File: src/rtl/sum_arbiter.sv
// Round-robin, ownership-locking arbiter sharing one WIDTH-bit adder among NUM_REQ iterative requesters.
// Optional macro ARB_STATS_EN adds per-requester saturating grant-cycle counters on stat_cycles.
module sum_arbiter #(
    parameter int unsigned NUM_REQ = 2,
    parameter int unsigned WIDTH   = 16
) (
    input  logic                     clk,
    input  logic                     rst,
    input  logic [NUM_REQ-1:0]       req,
    input  logic [NUM_REQ*WIDTH-1:0] op_a,
    input  logic [NUM_REQ*WIDTH-1:0] op_b,
    output logic [NUM_REQ-1:0]       grant,
    output logic [((NUM_REQ > 1) ? $clog2(NUM_REQ) : 1)-1:0] grant_id,
    output logic                     busy,
    output logic [WIDTH-1:0]         sum_in_a,
    output logic [WIDTH-1:0]         sum_in_b,
    input  logic [WIDTH-1:0]         sum_out,
    output logic [WIDTH-1:0]         result
`ifdef ARB_STATS_EN
    ,
    output logic [NUM_REQ*16-1:0]    stat_cycles
`endif
);

    localparam int unsigned IDW = (NUM_REQ > 1) ? $clog2(NUM_REQ) : 1;

    typedef enum logic {IDLE, OWNED} state_t;

    state_t               state_q, state_d;
    logic [NUM_REQ-1:0]   grant_q, grant_d;
    logic [IDW-1:0]       grant_id_q, grant_id_d;
    logic [IDW-1:0]       rr_q, rr_d;
    logic                 busy_q, busy_d;
    logic [IDW-1:0]       nxt_ptr;
    logic [IDW:0]         pick;
    logic [WIDTH-1:0]     sel_a, sel_b;

    // First requester at or after base (wrapping); MSB flags that one was found.
    function automatic logic [IDW:0] find_winner(input logic [NUM_REQ-1:0] r,
                                                 input logic [IDW-1:0]     base);
        logic [IDW:0] res;
        int           idx;
        res = '0;
        for (int k = int'(NUM_REQ) - 1; k >= 0; k--) begin
            idx = int'(base) + k;
            if (idx >= int'(NUM_REQ)) idx = idx - int'(NUM_REQ);
            if (r[IDW'(idx)]) res = {1'b1, IDW'(idx)};
        end
        return res;
    endfunction

    assign nxt_ptr = (grant_id_q == IDW'(NUM_REQ - 1)) ? '0 : grant_id_q + IDW'(1);

    always_ff @(posedge clk or negedge rst) begin
        if (!rst) begin
            state_q    <= IDLE;
            grant_q    <= '0;
            grant_id_q <= '0;
            rr_q       <= '0;
            busy_q     <= 1'b0;
        end else begin
            state_q    <= state_d;
            grant_q    <= grant_d;
            grant_id_q <= grant_id_d;
            rr_q       <= rr_d;
            busy_q     <= busy_d;
        end
    end

    // Grant on request from idle; hold while owner requests; hand off on the release edge.
    always_comb begin
        state_d    = state_q;
        grant_d    = grant_q;
        grant_id_d = grant_id_q;
        rr_d       = rr_q;
        busy_d     = busy_q;
        pick       = '0;
        case (state_q)
            IDLE: begin
                pick = find_winner(req, rr_q);
                if (pick[IDW]) begin
                    state_d    = OWNED;
                    grant_d    = NUM_REQ'(1) << pick[IDW-1:0];
                    grant_id_d = pick[IDW-1:0];
                    busy_d     = 1'b1;
                end
            end
            OWNED: begin
                if (!req[grant_id_q]) begin
                    rr_d = nxt_ptr;
                    pick = find_winner(req, nxt_ptr);
                    if (pick[IDW]) begin
                        grant_d    = NUM_REQ'(1) << pick[IDW-1:0];
                        grant_id_d = pick[IDW-1:0];
                    end else begin
                        state_d    = IDLE;
                        grant_d    = '0;
                        grant_id_d = '0;
                        busy_d     = 1'b0;
                    end
                end
            end
            default: state_d = IDLE;
        endcase
    end

    // AND-OR operand select so unowned slices (even X) never reach the adder.
    always_comb begin
        sel_a = '0;
        sel_b = '0;
        for (int i = 0; i < int'(NUM_REQ); i++) begin
            if (busy_q && grant_q[i]) begin
                sel_a = sel_a | op_a[i*WIDTH +: WIDTH];
                sel_b = sel_b | op_b[i*WIDTH +: WIDTH];
            end
        end
    end

    assign grant    = grant_q;
    assign grant_id = grant_id_q;
    assign busy     = busy_q;
    assign sum_in_a = sel_a;
    assign sum_in_b = sel_b;
    assign result   = sum_out;

`ifdef ARB_STATS_EN
    always_ff @(posedge clk or negedge rst) begin
        if (!rst) begin
            stat_cycles <= '0;
        end else begin
            for (int i = 0; i < int'(NUM_REQ); i++) begin
                if (grant_q[i] && (stat_cycles[i*16 +: 16] != 16'hFFFF))
                    stat_cycles[i*16 +: 16] <= stat_cycles[i*16 +: 16] + 16'd1;
            end
        end
    end
`endif

endmodule

File: config.mk
export PLATFORM = sky130hd
export DESIGN_NAME = sum_arbiter
export DESIGN_NICKNAME = d
export VERILOG_FILES = /design/src/rtl/sum_arbiter.sv
export SDC_FILE = /design/constraint.sdc
export NUM_CORES = 1
export LEC_CHECK = 0
export CORE_UTILIZATION = 22
export DETAILED_ROUTE_END_ITERATION = 6
export GPL_TIMING_DRIVEN = 0
export PLACE_DENSITY_LB_ADDON = 0.08
export SKIP_LAST_GASP = 1
export SYNTH_ARGS = -nofsm -noshare
export SYNTH_HDL_FRONTEND = slang
export SYNTH_SLANG_ARGS = --single-unit
File: constraint.sdc
create_clock -name clk -period 1.7 [get_ports clk]
set_input_delay 0.34 -clock clk [delete_from_list [all_inputs] [get_ports clk]]
set_output_delay 0.34 -clock clk [all_outputs]
set_load 0.05 [all_outputs]
# --- Word-level counts from Yosys, hierarchy flattened ---
# Cells that the tools add are included.
totals:
  romBits: 0
  latchBits: 0
  output_inout_bits: 52
  memories: 0
  ramBits: 0
  reg_bits: 6
  elab_cells: 83
op_classes:
  div_mod_pow: 0
  n_eq_ne: 3
  order_cmp: 9
  add_sub_neg: 7
  reduce_logical: 5
  n_mul: 0
  n_bitwise: 4
  n_mux: 48
  shifts: 2
op_table:
  columns: ["operator", "n"]
  rows:
  - ["2-to-1 mux 16 bit", 4]
  - ["OR 16 bit", 2]
  - ["2-to-1 mux 1 bit", 30]
  - ["2-to-1 mux 2 bit", 10]
  - ["less-than comparator 1 x 3 -> 1 bit, second input constant", 4]
  - ["!= test 2 bit, second input constant", 3]
  - ["case mux 1 bit (2 select lines)", 3]
  - ["adder 1 x 1 -> 2 bit, second input constant", 2]
  - [">= comparator 1 x 2 -> 1 bit, second input constant", 2]
  - [">= comparator 2 bit, second input constant", 2]
  - ["case mux 2 bit (2 select lines)", 1]
  - ["AND reduction 2 bit", 2]
  - ["<< shifter 1 x 1 -> 2 bit, first input constant", 2]
  - ["subtractor 1 bit, second input constant", 4]
  - ["AND reduction 3 bit", 1]
  - ["logical AND 1 bit", 2]
  - ["less-than comparator 1 x 2 -> 1 bit, second input constant", 1]
  - ["NOT 1 bit", 2]
  - ["adder 1 bit, second input constant", 1]

# --- Depth between registers and ports, before layout ---
# Gate-level depths: netlist (run 1).
logic_depth:
  word_depth: 18
  mapped_depth: 5
  ltp_nobuf: 5

# --- Worst setup path before layout (run 1) ---
# Ideal clock, no wire load.
synth_path:
  path_kind: "register -> output"
  start: "reg grant_q[1], in the netlist grant[1]"
  end: "out sum_in_a[0]"
  slack_ns: -0.265
  t_arrival_ns: 1.625
  path_stages_with_launch: 5
  path_buffers: 2
  cell_sequence: "dfrtp_1 and2_4 buf_12 buf_12 a22o_1"
synth_via:
  elab_chain_len: 2
synth_rtl:
  columns: ["element", "line_no", "source"]
  rows:
  - ["start, declared", "30", "logic [NUM_REQ-1:0] grant_q, grant_d;"]
  - ["start signal, assigned", "63", "grant_q <= grant_d;"]
  - ["logical AND 1 bit", "112", "if (busy_q && grant_q[i]) begin"]
  - ["2-to-1 mux 16 bit", "112", null]
  - ["end, declared", "15", "output logic [WIDTH-1:0] sum_in_a,"]
# No other way between the ends.

# --- Worst setup path after layout (run 1) ---
layout_path:
  start: "reg busy_q, in the netlist busy"
  end: "out sum_in_a[0]"
layout_via:
  elab_chain_len: 4
  word_cells_on_any_way: 5
layout_rtl:
  columns: ["element", "line_no", "source"]
  rows:
  - ["start, declared", "33", "logic busy_q, busy_d;"]
  - ["start signal, assigned", "66", "busy_q <= busy_d;"]
  - ["logical AND 1 bit", "112", null]
  - ["2-to-1 mux 16 bit", "112", null]
  - ["OR 16 bit", "113", "sel_a = sel_a | op_a[i*WIDTH +: WIDTH];"]
  - ["2-to-1 mux 16 bit (*)", "112", null]
# Mark *: on every way between the ends. The rest lies on a longest branch, timed or not.

==> out/metrics.csv, run 1 <==
metric,value,unit
run_status,finished with violations,
violations,negative setup slack,
ff2ff_path_depth,5,
wl,4.109,mm
place.gp.congestion,0.7133,
drc,0,
multiInputGateArea,576.8,um2
p_leak,0.001100,uW
cp.required,1.36,ns
first_pass_iters,4,
synth_top_area_share,35.81,%
synth_top_cell_by_area,a22o_1,
cts_buffers,3,
wire_per_inst,15.68,um
min_period_over_period,103.9,%
clock_latency,0.25,ns
area_delta_synth_final,203.1,%
syn_inst,86,
die_h,62.57,um
p_per_area,851.7,mW/mm2
yosys_warnings,0,
critPathKind,reg -> out,
finalSetupViolations,30,
synth_area_leaders,"a22o_1 36%, buf_4 16%, dfrtp_1 16%",
crit_path_max_fanout,6,
cts_sinks,5,
post-dp-hpwl,2.948,mm
drt_iter0_drc,14,
vias_per_cell,4.752,
irDropWorstVdd,0.5035,mV
fmax,566.1,MHz
rows,21,
grt_pass1_vias,1268,
grt_setup_unrepaired,yes,
end_kind,primary output,
core_area,0.003416,mm2
port_buffers,119,
yosysSeqAreaShare,15.50,%
hold_viol_final,0,
vias,1245,
synth_nets,171,
antenna_left,0,
grt_max_degree,11,
setup_slack,-0.06641,ns
start_kind,register,
slew_violations,0,
max_slew_margin,66.62,%
grt_pass1_wl,5.671,mm
nNetsFinal,302,
cts.htree.levels,1,
die_area,0.003914,mm2
drive_gt1_share,48.61,%
setup_tns,-1.586,ns
fin_crit,1.766,ns
skew,0.008292,ns
syn_area,807.0,um2
avgSynthCellArea,9.384,um2
initial_core_util,23.63,%
cts.path.max_buffers,2,
cp.arrival,1.43,ns
min_path_type,in -> async,
ff_latch_area,128.9,um2
n_antenna_cell,0,
antenna_found_initial,0,
cts_root_buf,clkbuf_4,
tightest_slew,0.4992,ns
clk_pin_slew,0.05,ns
synth_seq_cells,5,
ioPinCount,136,
maxCapViolations,0,
dp.cells,251,
ys_types,20,
cts_tree,done,
die_x,62.57,um
grt_util_all_layers,17.86,%
fillers,261,
fin_cells,262,
globalRoute.totalOverflow,0,
[final cells by class]
type / count / share of cell area [%]
Timing Repair Buffer: 128 / 57.54
Multi-Input combinational cell: 52 / 23.58
Buffer: 23 / 9.565
Sequential cell: 5 / 5.269
Tap cell: 46 / 2.353
Clock buffer: 4 / 1.074
Inverter: 4 / 0.6138
[layer usage]
| layer | part of all wire, % | track usage, % |
|---|---|---|
| met4 | 2.8 | 6.977 |
| met3 | 6.2 | 2.920 |
| met1 | 31 | 16.50 |
| met5 | 0 | 0 |
| met2 | 60 | 37.50 |
[placed cells by master, fill, tap and decap left out, drive strengths merged, types with 2 or more instances in the layout]
master         instances
nand2                  3
nand3b                 2
and2                   2
dlygate4sd2            3
clkbuf                 7
a22o                  33
inv                    4
buf                   61
dfrtp                  5
a21oi                  2
clkdlybuf4s50         82
o21ai                  3
[path summary, 6_finish.rpt]
| path | start | endpoint | slack (ns) |
|---|---|---|---|
| worst max-delay path | busy | sum_in_a[0] | -0.07 |
| worst min-delay path | rst | rr_q | 0.30 |
| worst max register to register | state_q | grant[0] | 0.28 |
| worst min register to register | busy | busy | 0.54 |
| max in group asynchronous | rst | grant[1] | 1.18 |
| min in group clk | req[0] | state_q | 0.49 |
[synth_stat cells, drive strengths merged]
library cell	n
mux2	1
nand3b	2
and2	2
o22ai	1
o211ai	1
a22oi	1
o311ai	1
dfrtp	5
o21ai	3
a21oi	2
buf	25
nand2	3
nand3	1
a22o	33
inv	4
ha	1
[critical path, cell delays in order (launching register included)]
cell and delay [ns]:
dfrtp_2 0.42, and2_4 0.19, clkbuf_16 0.17, a22o_4 0.26, buf_8 0.15
[logic make-up (layout without fill, tap and decap cells)]
kind of cell	count (synthesis)	in the layout	share of synthesized area, %
AOI/OAI and AO/OA	42	42	42.64
buffers and inverters	29	159	33.18
and+or+nand+nor	8	8	5.736
DFF	5	5	15.50
adders and majority gates	1	1	1.550
muxes	1	1	1.395
[flip-flops by register name (all words and copies together), names as in the netlist]
signal / cells
busy: 1
rr_q: 1
grant: 2
state_q: 1
[where the power goes]
| part | total (uW) | internal, uW | switching, uW |
|---|---|---|---|
| Sequential | 156 | 139 | 16.4 |
| Combinational | 1780 | 849 | 932 |
| Clock | 146 | 89.2 | 56.6 |
[repair_timing]
item                                    CTS  global route
hold buffers                              0             0
setup buffers                             4             2
gates cloned                              0             3
endpoints found under the setup margin   36            33
hold endpoints to repair                  0             0
gates resized for setup                 244            24
pin swaps                                 0             2
[through the flow]
step	cell area [um2]	hold WS [ns]	total power [uW]	setup slack, ns	util (%)
2_1_floorplan	848.3	0.04441	1135	0.04382	-
3_3_place_gp	2097	0.5441	1629	-0.4354	61.39
4_1_cts	2268	0.3035	1939	-0.1637	66.41
5_1_grt	2446	0.3189	2151	-0.1017	71.61
3_5_place_dp	2097	0.5278	1649	-0.4500	61.39
6_report	2446	0.3036	2083	-0.06641	71.61
(Power assumes the default switching activity.)
==> run 2: changes to the inputs <==
CAP_MARGIN = 20   (was default)
GPL_TIMING_DRIVEN = 1   (was 0)
==> run 2 against run 1 <==
- the flow still finishes with violations (negative setup slack)
- critical path depth unchanged
- power increased by 0.37%
- register-to-register slack about the same
- cell count decreased by 13%
- sequential power about the same
- first-iteration DRC count increased by 86%
- non-clock buffer count decreased by 37
- combinational power about the same
- setup slack improved by 0.0062 ns
- via count decreased by 12%
- clock power decreased by 5%
- clock skew decreased by 0.0056 ns
- critical path type unchanged
- highest routed layer unchanged
==> out/metrics.csv, run 2 (synthesis results as in run 1) <==
metric,value,unit,change
irDropWorstVdd,0.4617,mV,-8.3%
drc,0,,unchanged
grt_pass1_vias,1106,,-13%
wire_per_inst,16.73,um,+6.7%
cp.required,1.36,ns,about the same
tightest_slew,0.2355,ns,-0.2636 ns
slew_violations,0,,unchanged
post-dp-hpwl,2.861,mm,-3.0%
cts_sinks,5,,unchanged
run_status,finished with violations,,
fillers,255,,-2.3%
cts.htree.levels,1,,unchanged
first_pass_iters,4,,unchanged
layout_commonest_cell,clkdlybuf4s50_1,,
vias_per_cell,4.828,,+1.6%
globalRoute.totalOverflow,0,,unchanged
p_int,1157,uW,+7.3%
multiInputGateArea,555.5,um2,-3.7%
cts_tree,done,,
cp_slowest_stage_delay,0.41,ns,about the same
end_kind,primary output,,
die_h,62.57,um,unchanged
start_kind,register,,
top_layer,met4,,
fmax,568.1,MHz,+0.35%
fin_crit,1.760,ns,-0.006214 ns
path_delay_family,flip-flops,,
p_total,2091,uW,+0.37%
grt_max_degree,33,,+22
p_per_area,922.8,mW/mm2,+8.4%
drive_gt1_share,49.17,%,+0.56 points
ff2ff_path_depth,5,,unchanged
cpMaxStageDelayCell,dfrtp_2,,
largest_register_ffs,2,,unchanged
cts_root_buf,clkbuf_4,,
finalSetupViolations,32,,+6.7%
dp.cells,216,,-14%
die_area,0.003914,mm2,unchanged
min_period_over_period,103.5,%,-0.37 points
antenna_left,0,,unchanged
drt_iter0_drc,26,,+12
vias,1096,,-12%
pwr-share-seq,7.5,%,about the same
setup_slack,-0.06020,ns,+0.006214 ns
grt_util_all_layers,17.36,%,-0.50 points
rows,21,,unchanged
critPathKind,reg -> out,,
ff_latch_area,128.9,um2,unchanged
die_x,62.57,um,unchanged
wl_met2,1.974,mm,-20%
violations,negative setup slack,,
clock_latency,0.24,ns,about the same
n_antenna_cell,0,,unchanged
min_path_type,in -> async,,
port_buffers,103,,-13%
grt_pass1_wl,5.499,mm,-3.0%
initial_core_util,23.63,%,unchanged
cts.path.max_buffers,2,,unchanged
setup_tns,-1.388,ns,+0.1975 ns
wl,3.797,mm,-7.6%
grt_setup_unrepaired,yes,,
r2r-start,state_q,,
nNetsFinal,267,,-12%
p_comb_share,85.9,%,+0.4 points
cp.depth,4,,unchanged
p_leak,0.0009537,uW,-13%
postCtsHoldBufs,0,,unchanged
pwr-share-clk,6.6,%,-0.4 points
power_switching,934.5,uW,-7.1%
swShare,44.69,%,-3.6 points
antenna_found_initial,0,,unchanged
skew,0.002654,ns,-0.005638 ns
wl_met3,239,um,-5.9%
final_cell_mix,"67 x clkdlybuf4s50_1, 35 x buf_12, 20 x a22o_2, 11 x a22o_4, 10 x buf_4",,
cp-startpoint,busy,,
cp.arrival,1.42,ns,about the same
area_delta_synth_final,180.8,%,
clk_pin_slew,0.04,ns,about the same
maxCapViolations,0,,unchanged
cts_buffers,3,,unchanged
fin_cells,227,,-13%
crit_path_max_fanout,7,,+1
hold_viol_final,0,,unchanged
ioPinCount,136,,unchanged
dpl_worst_slack,-0.07504,ns,+0.3750 ns
place.gp.congestion,0.7644,,+7.2%
path_buf_inv,2,,unchanged
wl_met1,1.528,mm,+19%
path_cells,"and2_4, clkbuf_16, a22o_2, buf_12",,
max_slew_margin,84.05,%,+17 points
core_area,0.003416,mm2,unchanged
==> run 2: changes by cell type in the layout (fill, tap and decap cells not counted), moves of 5 or more <==
| cell | previous run | this run |
|---|---|---|
| buf_12 | 4 | 35 |
| buf_8 | 17 | 0 |
| buf_6 | 16 | 1 |
| clkdlybuf4s50_1 | 82 | 67 |
| buf_4 | 24 | 10 |
| a22o_2 | 14 | 20 |
| a22o_4 | 16 | 11 |
==> run 2: metrics by stage <==
| stage | area (um2) | util, % | hold WS, ns |
|---|---|---|---|
| after floorplan | 848.3 | - | 0.04441 |
| after global placement | 2077 | 60.81 | 0.5372 |
| after detailed placement | 2077 | 60.81 | 0.5411 |
| after CTS | 2158 | 63.19 | 0.3164 |
| after global routing | 2266 | 66.34 | 0.3194 |
| final | 2266 | 66.34 | 0.3162 |
==> run 2: path summary, 6_finish.rpt <==
check                               to  slack (ns)
min reg2reg                       rr_q        0.57
min in group clk                  rr_q        0.57
max in group asynchronous         busy        1.18
min                            state_q        0.32
max reg2reg                   grant[0]        0.27
max                        sum_in_a[7]       -0.06
==> run 2: routing by layer <==
| layer | vias to the layer above | global-route usage (%) |
|---|---|---|
| met4 | 0 | 5.814 |
| met2 | 55 | 33.15 |
| met3 | 12 | 2.737 |
| met1 | 521 | 19.14 |
| li1 | 508 | - |
| met5 | - | 0 |
==> run 2: final cells by class <==
cell class,count,area share [%]
inverter,4,0.6626
tap,46,2.540
clock buffer,4,1.160
timing repair buffer,114,65.43
multi-input combinational,54,24.52
sequential,5,5.687
==> run 2: repair_timing <==
item	4_1_cts	5_1_grt
pin swaps	0	3
resized for setup	6	8
setup buffers	2	1
gates cloned	0	4
endpoints found under the setup margin	32	32
==> run 2: power groups by stage <==
stage,Clock (uW),Sequential [uW],Combinational (uW)
detailed placement,0,161,1650
finish,139,156,1800
global placement,0,159,1640
floorplan,0,207,929
CTS,142,153,1710
global route,150,159,1850
==> run 2: worst register-to-register path: stages, from the launching register on <==
cell and delay (ns):
dfrtp_1 0.45, inv_2 0.09, ha_1 0.20, mux2_1 0.28, o21ai_0 0.16, a22oi_1 0.12
==> run 3: changes to the inputs <==
CORE_MARGIN = 4   (was default)
SETUP_SLACK_MARGIN = 0.4   (was default)
==> run 3 against run 2 <==
- power increased by 9.5%
- largest power group unchanged
- the flow now finishes without violations
- sequential share of layout area decreased by 0.45 points
- critical path depth decreased by 1
- critical path type unchanged
- sequential power increased by 10%
==> out/metrics.csv, run 3 (synthesis results as in run 1) <==
metric,value,unit,change
wire_per_inst,19.54,um,+17%
min_path_type,in -> async,,
die_h,68.57,um,+9.6%
n_antenna_cell,0,,unchanged
cp_slowest_stage_delay,0.45,ns,+0.04 ns
slew_violations,0,,unchanged
drive_gt1_share,52.17,%,+3.0 points
multiInputGateArea,755.7,um2,+36%
cp.arrival,1.32,ns,-0.10 ns
die_area,0.004701,mm2,+20%
pwr-share-seq,7.5,%,about the same
drc,0,,unchanged
tightest_slew,0.2639,ns,+0.02835 ns
max_slew_margin,82.13,%,-1.9 points
pwr-share-clk,9.5,%,+2.9 points
area_delta_synth_final,205.0,%,
cp.depth,3,,-1
p_per_area,930.3,mW/mm2,+0.81%
cts_sinks,5,,unchanged
core_area,0.003442,mm2,+0.77%
place.gp.congestion,0.7309,,-4.4%
fin_cells,230,,+1.3%
fin_hold_ws,0.3416,ns,+0.02539 ns
grt_util_all_layers,16.97,%,-0.40 points
place_area,0.002280,mm2,+9.8%
cpMaxStageDelayCell,dfrtp_2,,
clock_latency,0.22,ns,-0.02 ns
power_switching,1001,uW,+7.1%
vias_per_cell,4.913,,+1.8%
fillers,231,,-9.4%
critPathKind,reg -> out,,
cts_root_buf,clkbuf_8,,
hold_viol_final,0,,unchanged
start_kind,register,,
end_kind,primary output,,
postCtsHoldBufs,0,,unchanged
cp.required,1.36,ns,about the same
p_comb_share,83.0,%,-2.9 points
cts_tree,done,,
r2r_slack,0.48,ns,+0.21 ns
post-dp-hpwl,3.176,mm,+11%
clk_pin_slew,0.04,ns,about the same
fmax,602.6,MHz,+6.1%
final_cell_mix,"66 x clkdlybuf4s50_1, 34 x buf_12, 32 x a22o_4, 9 x buf_4, 8 x and2_4",,
p_leak,0.001075,uW,+13%
grt_setup_unrepaired,yes,,
fin_crit,1.659,ns,-0.1007 ns
swShare,43.73,%,-0.96 points
min_period_over_period,97.62,%,-5.9 points
cts.htree.levels,1,,unchanged
ff_latch_area,128.9,um2,unchanged
dpl_worst_slack,-0.06497,ns,+0.01007 ns
largest_register_ffs,2,,unchanged
first_pass_iters,4,,unchanged
run_status,"complete, no violations",,
antenna_left,0,,unchanged
rows,21,,unchanged
layout_commonest_cell,clkdlybuf4s50_1,,
path_cells,"and2_4, a22o_4, buf_12",,
skew,0.003157,ns,+0.0005029 ns
die_x,68.57,um,+9.6%
maxCapViolations,0,,unchanged
dp.cells,214,,-0.93%
grt_pass1_vias,1140,,+3.1%
port_buffers,103,,unchanged
setup_slack,0.04052,ns,+0.1007 ns
wl,4.495,mm,+18%
path_buf_inv,1,,-1
finalSetupViolations,0,,-100%
path_delay_family,flip-flops,,
drt_iter0_drc,16,,-38%
p_int,1288,uW,+11%
fin_util,71.50,%,+5.2 points
cts_buffers,3,,unchanged
grt_pass1_wl,5.871,mm,+6.8%
ioPinCount,136,,unchanged
initial_core_util,23.45,%,-0.18 points
ff2ff_path_depth,5,,unchanged
final_area,0.002461,mm2,+8.6%
nNetsFinal,270,,+1.1%
crit_path_max_fanout,9,,+2
vias,1130,,+3.1%
grt_max_degree,17,,-48%
globalRoute.totalOverflow,0,,unchanged
cts.path.max_buffers,2,,unchanged
irDropWorstVdd,0.6644,mV,+44%
antenna_found_initial,0,,unchanged
run 3: final cells by class:
cell class	count	share of cell area [%]
Timing Repair Buffer	113	59.28
Multi-Input combinational cell	58	30.71
Tap cell	46	2.339
Sequential cell	5	5.236
Clock buffer	4	1.830
Inverter	4	0.6101
run 3: stage by stage:
step                      TNS (ns)  power (uW)
after floorplan                  0        1283
after global placement           0        1929
after detailed placement  -0.06497        1948
after CTS                        0        2260
after global routing             0        2375
final                            0        2290
run 3: worst reg2reg max path: cells and delay by family, from the launching register on:
family	cells	cell delay (ns)
buf+inv	1	0.07
fa+ha+maj	1	0.18
compound gates	2	0.22
flops	1	0.36
mux	1	0.27
run 3: per-layer routing:
| metal | global-route usage (%) | up-vias | part of all wire (%) |
|---|---|---|---|
| met5 | 0 | - | 0 |
| met4 | 6.948 | 0 | 1.6 |
| met3 | 4.700 | 13 | 8.4 |
| met2 | 30.39 | 65 | 53 |
| met1 | 18.63 | 532 | 37 |
| li1 | - | 520 | - |
run 3: worst paths after layout:
check                      startpoint            to
setup reg to reg              state_q      grant[0]
setup / recovery                 busy  sum_in_b[15]
hold reg to reg                  rr_q          rr_q
max in group asynchronous         rst      grant[0]
hold / removal                    rst          busy
min in group clk                 rr_q          rr_q
run 3: what timing repair did:
item	CTS	global route
setup endpoints to repair	35	37
cloned	5	1
pin swaps	3	3
gates resized for setup	11	7
setup buffers	3	3
hold endpoints to repair	0	0
run 3: power groups by stage:
stage / clock network (uW) / logic [uW] / registers (uW)
after floorplan: 0 / 1080 / 207
after global placement: 0 / 1770 / 157
after detailed placement: 0 / 1790 / 159
after CTS: 223 / 1870 / 166
after global routing: 240 / 1960 / 176
final: 218 / 1900 / 172
